<file path="src/rtl/mxu_output_deskew.sv">
// mxu_output_deskew: realigns skewed MXU result lanes into packed rows and buffers them in a small FWFT FIFO.
//   clk, rst            clock, async active-high reset
//   in_valid, in_data   skewed per-lane results; lane i arrives i cycles after lane 0
//   out_valid/ready     FIFO head handshake; out_data is the aligned packed row
//   count               rows stored
//   overflow, misalign  sticky error flags: full row dropped / partial aligned valids
module mxu_output_deskew #(
  parameter int LANES     = 4,
  parameter int DATA_SIZE = 8,
  parameter int DEPTH     = 4
) (
  input  logic                           clk,
  input  logic                           rst,
  input  logic [LANES-1:0]               in_valid,
  input  logic [LANES*DATA_SIZE-1:0]     in_data,
  output logic                           out_valid,
  input  logic                           out_ready,
  output logic [LANES*DATA_SIZE-1:0]     out_data,
  output logic [$clog2(DEPTH+1)-1:0]     count,
  output logic                           overflow,
  output logic                           misalign
);
  localparam int AW = $clog2(DEPTH);
  localparam int CW = $clog2(DEPTH+1);
  logic [LANES-1:0]           al_v;
  logic [LANES*DATA_SIZE-1:0] al_d;
  logic [LANES*DATA_SIZE-1:0] mem [DEPTH];
  logic [AW-1:0]              wr_ptr, rd_ptr;
  logic                       row, part, full, pop, push;
  // Lane i is delayed LANES-1-i cycles so every lane of a row lines up with the last lane.
  for (genvar i = 0; i < LANES; i++) begin : g_lane
    localparam int S = LANES - 1 - i;
    if (S == 0) begin : g_pass
      assign al_v[i] = in_valid[i];
      assign al_d[i*DATA_SIZE +: DATA_SIZE] = in_data[i*DATA_SIZE +: DATA_SIZE];
    end else begin : g_dly
      logic [S-1:0]         v;
      logic [DATA_SIZE-1:0] d [S];
      always_ff @(posedge clk or posedge rst)
        if (rst) v <= '0;
        else     v <= S'({v, in_valid[i]});
      always_ff @(posedge clk) begin
        d[0] <= in_data[i*DATA_SIZE +: DATA_SIZE];
        for (int k = 1; k < S; k++) d[k] <= d[k-1];
      end
      assign al_v[i] = v[S-1];
      assign al_d[i*DATA_SIZE +: DATA_SIZE] = d[S-1];
    end
  end
  assign row       = &al_v;
  assign part      = |al_v & ~row;
  assign out_valid = count != '0;
  assign full      = count == CW'(DEPTH);
  assign pop       = out_valid & out_ready;
  // A full FIFO still accepts a row when the head leaves in the same cycle.
  assign push      = row & (~full | pop);
  assign out_data  = out_valid ? mem[rd_ptr] : '0;
  always_ff @(posedge clk)
    if (push) mem[wr_ptr] <= al_d;
  always_ff @(posedge clk or posedge rst)
    if (rst) begin
      wr_ptr   <= '0;
      rd_ptr   <= '0;
      count    <= '0;
      overflow <= 1'b0;
      misalign <= 1'b0;
    end else begin
      if (push) wr_ptr <= wr_ptr + 1'b1;
      if (pop) rd_ptr <= rd_ptr + 1'b1;
      count <= count + CW'(push) - CW'(pop);
      if (row & full & ~pop) overflow <= 1'b1;
      if (part) misalign <= 1'b1;
    end
endmodule

</file>
<file path="config.mk">
export PLATFORM = sky130hd
export DESIGN_NAME = mxu_output_deskew
export DESIGN_NICKNAME = d
export VERILOG_FILES = /design/src/rtl/mxu_output_deskew.sv
export SDC_FILE = /design/constraint.sdc
export NUM_CORES = 1
export LEC_CHECK = 0
export CAP_MARGIN = 20
export CORE_MARGIN = 5
export CORE_UTILIZATION = 49
export DETAILED_ROUTE_END_ITERATION = 6
export PLACE_DENSITY = 0.85
export SLEW_MARGIN = 20
export SYNTH_ARGS = -nofsm -noshare
export SYNTH_HDL_FRONTEND = slang
export SYNTH_SLANG_ARGS = --single-unit
</file>
<file path="constraint.sdc">
create_clock -name clk -period 2.2 [get_ports clk]
set_input_delay 0.33 -clock clk [delete_from_list [all_inputs] [get_ports clk]]
set_output_delay 0.33 -clock clk [all_outputs]
set_load 0.02 [all_outputs]
</file>
=== After elaboration in Yosys (flattened, before gate mapping) ===
Memories as Yosys holds them, arrays and structs flattened.
Cells that the tools add are included.

* Flip-flop bits (word level): 15
* Bits in writable memories: 176
* Input bits: 39
* Output and inout bits: 38
* Logic and storage cells: 32
* Memories kept: 4

* Add/subtract/negate cells: 4
* Equal/unequal tests: 1
* Multiplexer cells: 3
* Bitwise gates (word level): 9
* Reduce and logical (&&, ||, !) cells: 3

{| class="wikitable"
|+ Memories
! memory !! depth !! width !! rd ports !! clocked after memory_dff !! write ports !! RTL line !! text
|-
| mem || 4 || 32 || 1 || 0 || 1 || 27 || <nowiki>logic [LANES*DATA_SIZE-1:0] mem [DEPTH];</nowiki>
|-
| g_lane[0].g_dly.d || 3 || 8 || 3 || 0 || 3 || 38 || <nowiki>logic [DATA_SIZE-1:0] d [S];</nowiki>
|-
| g_lane[1].g_dly.d || 2 || 8 || 2 || 0 || 2 || 38 ||
|-
| g_lane[2].g_dly.d || 1 || 8 || 1 || 0 || 1 || 38 ||
|}

{| class="wikitable"
|+ Operator list
! cell !! number
|-
| $mux W32 || 1
|-
| $and A1 B1 Y1 || 5
|-
| $add A2 B1 Y2 const B || 2
|-
| $reduce_and A4 Y1 || 1
|-
| $reduce_or A4 Y1 || 1
|-
| $add A3 B1 Y3 || 1
|-
| $eq A3 B3 Y1 const B || 1
|-
| $not A1 Y1 || 3
|-
| $reduce_bool A3 Y1 || 1
|-
| $sub A3 B1 Y3 || 1
|-
| $mux W1 || 2
|-
| $or A1 B1 Y1 || 1
|}

=== Longest topological paths before layout ===
* Depth in word-level cells: 6
* Mapped depth: 10
* Mapped depth without buffers: 10

=== Worst setup path before layout ===
No wires, ideal clock.

* Path type: register to register
* Start point: register count[1]
* End point: register count[2]
* Library setup time: 0.133 ns
* Arrival: 2.316 ns
* Required time: 2.067 ns
* Path slack: -0.249 ns
* Cell stages (with the launch flop): 11
* Path buffers: 0
* Period minus slack after synthesis: 2.449 ns
* Path through: dfrtp_1 > or4b_4 > nor2b_4 > inv_1 > ha_1 > inv_1 > ha_1 > inv_1 > fa_1 > xnor2_1 > xnor2_1

* Longest elaborated chain between the ends: 6
* Elaborated cells between the ends (all ways): 8
* Those cells by class: add/sub (2); eq/ne (1); bitwise (4); reduce/logical (1)

{| class="wikitable"
|+ Ends and longest elaborated chain
! what !! RTL line !! text
|-
| start, declared || 19 || <nowiki>output logic [$clog2(DEPTH+1)-1:0] count,</nowiki>
|-
| start signal, assigned || 70 || <nowiki>count <= count + CW'(push) - CW'(pop);</nowiki>
|-
| $reduce_bool A3 Y1 or $eq A3 B3 Y1 (tied branches) || 52, 53 ||
|-
| $and A1 B1 Y1 or $not A1 Y1 (tied branches) || 54, 56 ||
|-
| $or A1 B1 Y1 || 56 || <nowiki>assign push = row & (~full | pop);</nowiki>
|-
| $and A1 B1 Y1 || 56 ||
|-
| $add A3 B1 Y3 || 70 ||
|-
| $sub A3 B1 Y3 (*) || 70 ||
|}

Mark *: on every way between the ends. The rest lies on a longest branch, timed or not.
A chain may end at the register's enable or synchronous reset.

=== Worst setup path in the final report ===
* Start point: register count[0]
* End point: register count[2]

Same word-level chain as after synthesis.

==> impl_metrics.json <==
{
  "drtAntennaViolNets": 0,
  "p_leak_nw": 3.01,
  "timing.final.ws_setup_ns": -0.0777,
  "finalSetupViolCount": 18,
  "fillers": 871,
  "ctsHoldBuffers": 0,
  "path_clk_slew_ns": 0.06,
  "initial_core_util_pct": 49.4,
  "synth_area_leaders": "edfxtp_1, dfxtp_1, mux4_2",
  "io_buffers": 76,
  "maxCapViolations": 0,
  "first_iter_violations": 141,
  "cts_tree": "built",
  "max_freq_mhz": 439,
  "grt_pass1_wl_mm": 18.0,
  "die_w_um": 125,
  "synth_top_area_share_pct": 59.5,
  "rsz0062_at_grt": "yes",
  "place_inst": 563,
  "worstPathRequired_ns": 2.50,
  "num_io_pins": 77,
  "syn-cell-area_um2": 6460,
  "clock-sinks": 191,
  "drive_above_1_share_pct": 38.3,
  "synthCells": 300,
  "ir_drop_uv": 984,
  "dr.pass1.iters": 4,
  "drt-total-wl_mm": 10.9,
  "final_common_cell": "edfxtp_1",
  "yosys_warnings": 0,
  "yosysTopAreaCell": "edfxtp_1",
  "grt_start_max_net_pins": 21,
  "cellPowerDensity_nw_per_um2": 1290,
  "track_usage_pct": 15.3,
  "syn-num-nets": 346,
  "cp-end-kind": "flip-flop",
  "area_growth_pct": 29.4,
  "worstSetupPathType": "reg2reg",
  "final_nets": 456,
  "routedWlPerCell_um": 18.3,
  "die_h_um": 125,
  "hold_path.class": "in2async",
  "grt_pass1_vias": 3334,
  "dpl.hpwl_mm": 6.78,
  "n_antenna_cell": 0,
  "fin_cells": 599,
  "violations": "setup timing",
  "synth_cell_type_count": 24,
  "startpoint_type": "flip-flop",
  "vias": 2974,
  "slew_headroom_pct": 60.7,
  "cts_buffers": 17,
  "seq_area_frac_synth_pct": 80.2,
  "fin_area_um2": 8360,
  "min_period_ns": 2.28,
  "maxSlewViolCount": 0,
  "tightest_slew_ns": 0.589,
  "finalHoldViolCount": 0,
  "rows": 42,
  "grt_overflow": 0,
  "place.gp.congestion": 0.680,
  "cts_buffer_depth": 2,
  "ys_seq_elements": 191,
  "status": "finished with violations",
  "drc": 0,
  "arrival_ns": 2.58,
  "dieArea_um2": 15600,
  "post-route-period-util_pct": 104,
  "antenna_found_initial": 1,
  "clockRootBuffer": "clkbuf_16",
  "cp_max_fo": 4,
  "layout_common_cells": "edfxtp_1, dfxtp_1, clkdlybuf4s50_1, mux4_2",
  "fin_skew_ns": 0.00606,
  "htreeDepth": 4,
  "synth.avg_cell_area_um2": 21.5,
  "place_area_um2": 7700,
  "vias_per_cell": 4.96,
  "core-area_um2": 13100,
  "clk_latency_ns": 0.42
}
## kinds of logic (layout without fill, tap and decap cells)
family / count (synthesis) / after routing / synth area share (%)
compound gates: 2 / 2 / 0.233
xor+xnor: 5 / 5 / 0.678
fa+ha+maj: 7 / 7 / 1.47
buf+inv: 19 / 142 / 1.57
flops: 191 / 191 / 80.2
mux: 33 / 33 / 11.4
simple gates: 43 / 43 / 4.47
## what timing repair did
action / in CTS / in global routing
pin swaps: 5 / 4
gates resized for setup: 189 / 19
buffers inserted: 5 / 2
gates cloned: 2 / 0
setup endpoints to repair: 35 / 34
## synth_stat cells
library cell / number
xor2_1: 1
buf_2: 3
dfxtp_1: 48
o21bai_1: 1
mux2_4: 1
a21o_1: 1
buf_4: 1
fa_1: 1
xnor2_1: 4
buf_6: 3
and2_1: 33
mux4_2: 32
clkbuf_1: 5
nor2b_4: 1
ha_1: 6
dfrtp_1: 15
or3_1: 1
inv_1: 7
or4b_4: 1
or4_1: 1
and2_2: 4
nand3_1: 1
edfxtp_1: 128
nand4_1: 1
## path summary, 6_finish.rpt
kind                                         start                       end  slack (ns)  depth (start not counted)
max                                       count[0]                  count[2]       -0.08                         10
min                                            rst      g_lane[1].g_dly.v[0]        0.28                          2
max reg2reg                               count[0]                  count[2]       -0.08                         10
min reg2reg                g_lane[0].g_dly.d[0][2]  g_lane[0].g_dly.d[0][10]        0.33                          0
max in group asynchronous                      rst                 rd_ptr[0]        1.50                          2
min in group clk           g_lane[0].g_dly.d[0][2]  g_lane[0].g_dly.d[0][10]        0.33                          0
## flip-flops by register name, summed over array words and instances, names as in the netlist
signal,cells
wr_ptr,2
rd_ptr,2
g_lane.g_dly.d,48
mem,128
g_lane.g_dly.v,6
count,3
overflow,1
misalign,1
## where the power goes
part	switching [mW]	internal, mW	total (mW)
Sequential	0.120	4.04	4.16
Combinational	1.61	1.98	3.60
Clock	1.22	1.80	3.02
Total	2.96	7.82	10.8
## final cells by class
class,count,area (um2),share of cell area (%)
flip-flops and latches,191,5180,62.0
clock buffers,25,529,6.33
repair buffers,103,1060,12.6
multi-input cells,90,1270,15.2
clock inverters,7,70.1,0.838
well taps,176,220,2.63
inverters,7,26.3,0.314
## per-stage QoR
| stage | TNS [ns] | hold slack, ns | power (mW) | worst slack [ns] | util (%) |
|---|---|---|---|---|---|
| floorplan | -0.146 | 0.231 | 6.18 | -0.105 | - |
| global placement | -5.42 | 0.310 | 7.51 | -0.399 | 58.8 |
| detailed placement | -8.08 | 0.312 | 7.57 | -0.466 | 58.8 |
| CTS | -1.82 | 0.279 | 11.0 | -0.0998 | 64.3 |
| global route | -3.24 | 0.321 | 11.3 | -0.160 | 63.9 |
| finish | -0.402 | 0.276 | 10.8 | -0.0777 | 63.9 |
## metal layers
layer  GRT usage (%)  part of all wire, %  vias to the layer above
li1                -                    -                     1366
met1            17.6                   39                     1528
met2            26.5                   55                       66
met3            6.22                  5.2                       12
met4            4.46                  1.0                        2
met5               0                 0.12                        -
## critical path, cell delays in order, from the launching register on
cell and delay, ns:
dfrtp_2 0.42, or4b_4 0.52, nor2b_4 0.15, inv_2 0.06, ha_4 0.19, inv_2 0.06
ha_4 0.12, inv_2 0.03, fa_2 0.34, xnor2_2 0.15, xnor2_1 0.12
(Power assumes the default switching activity.)
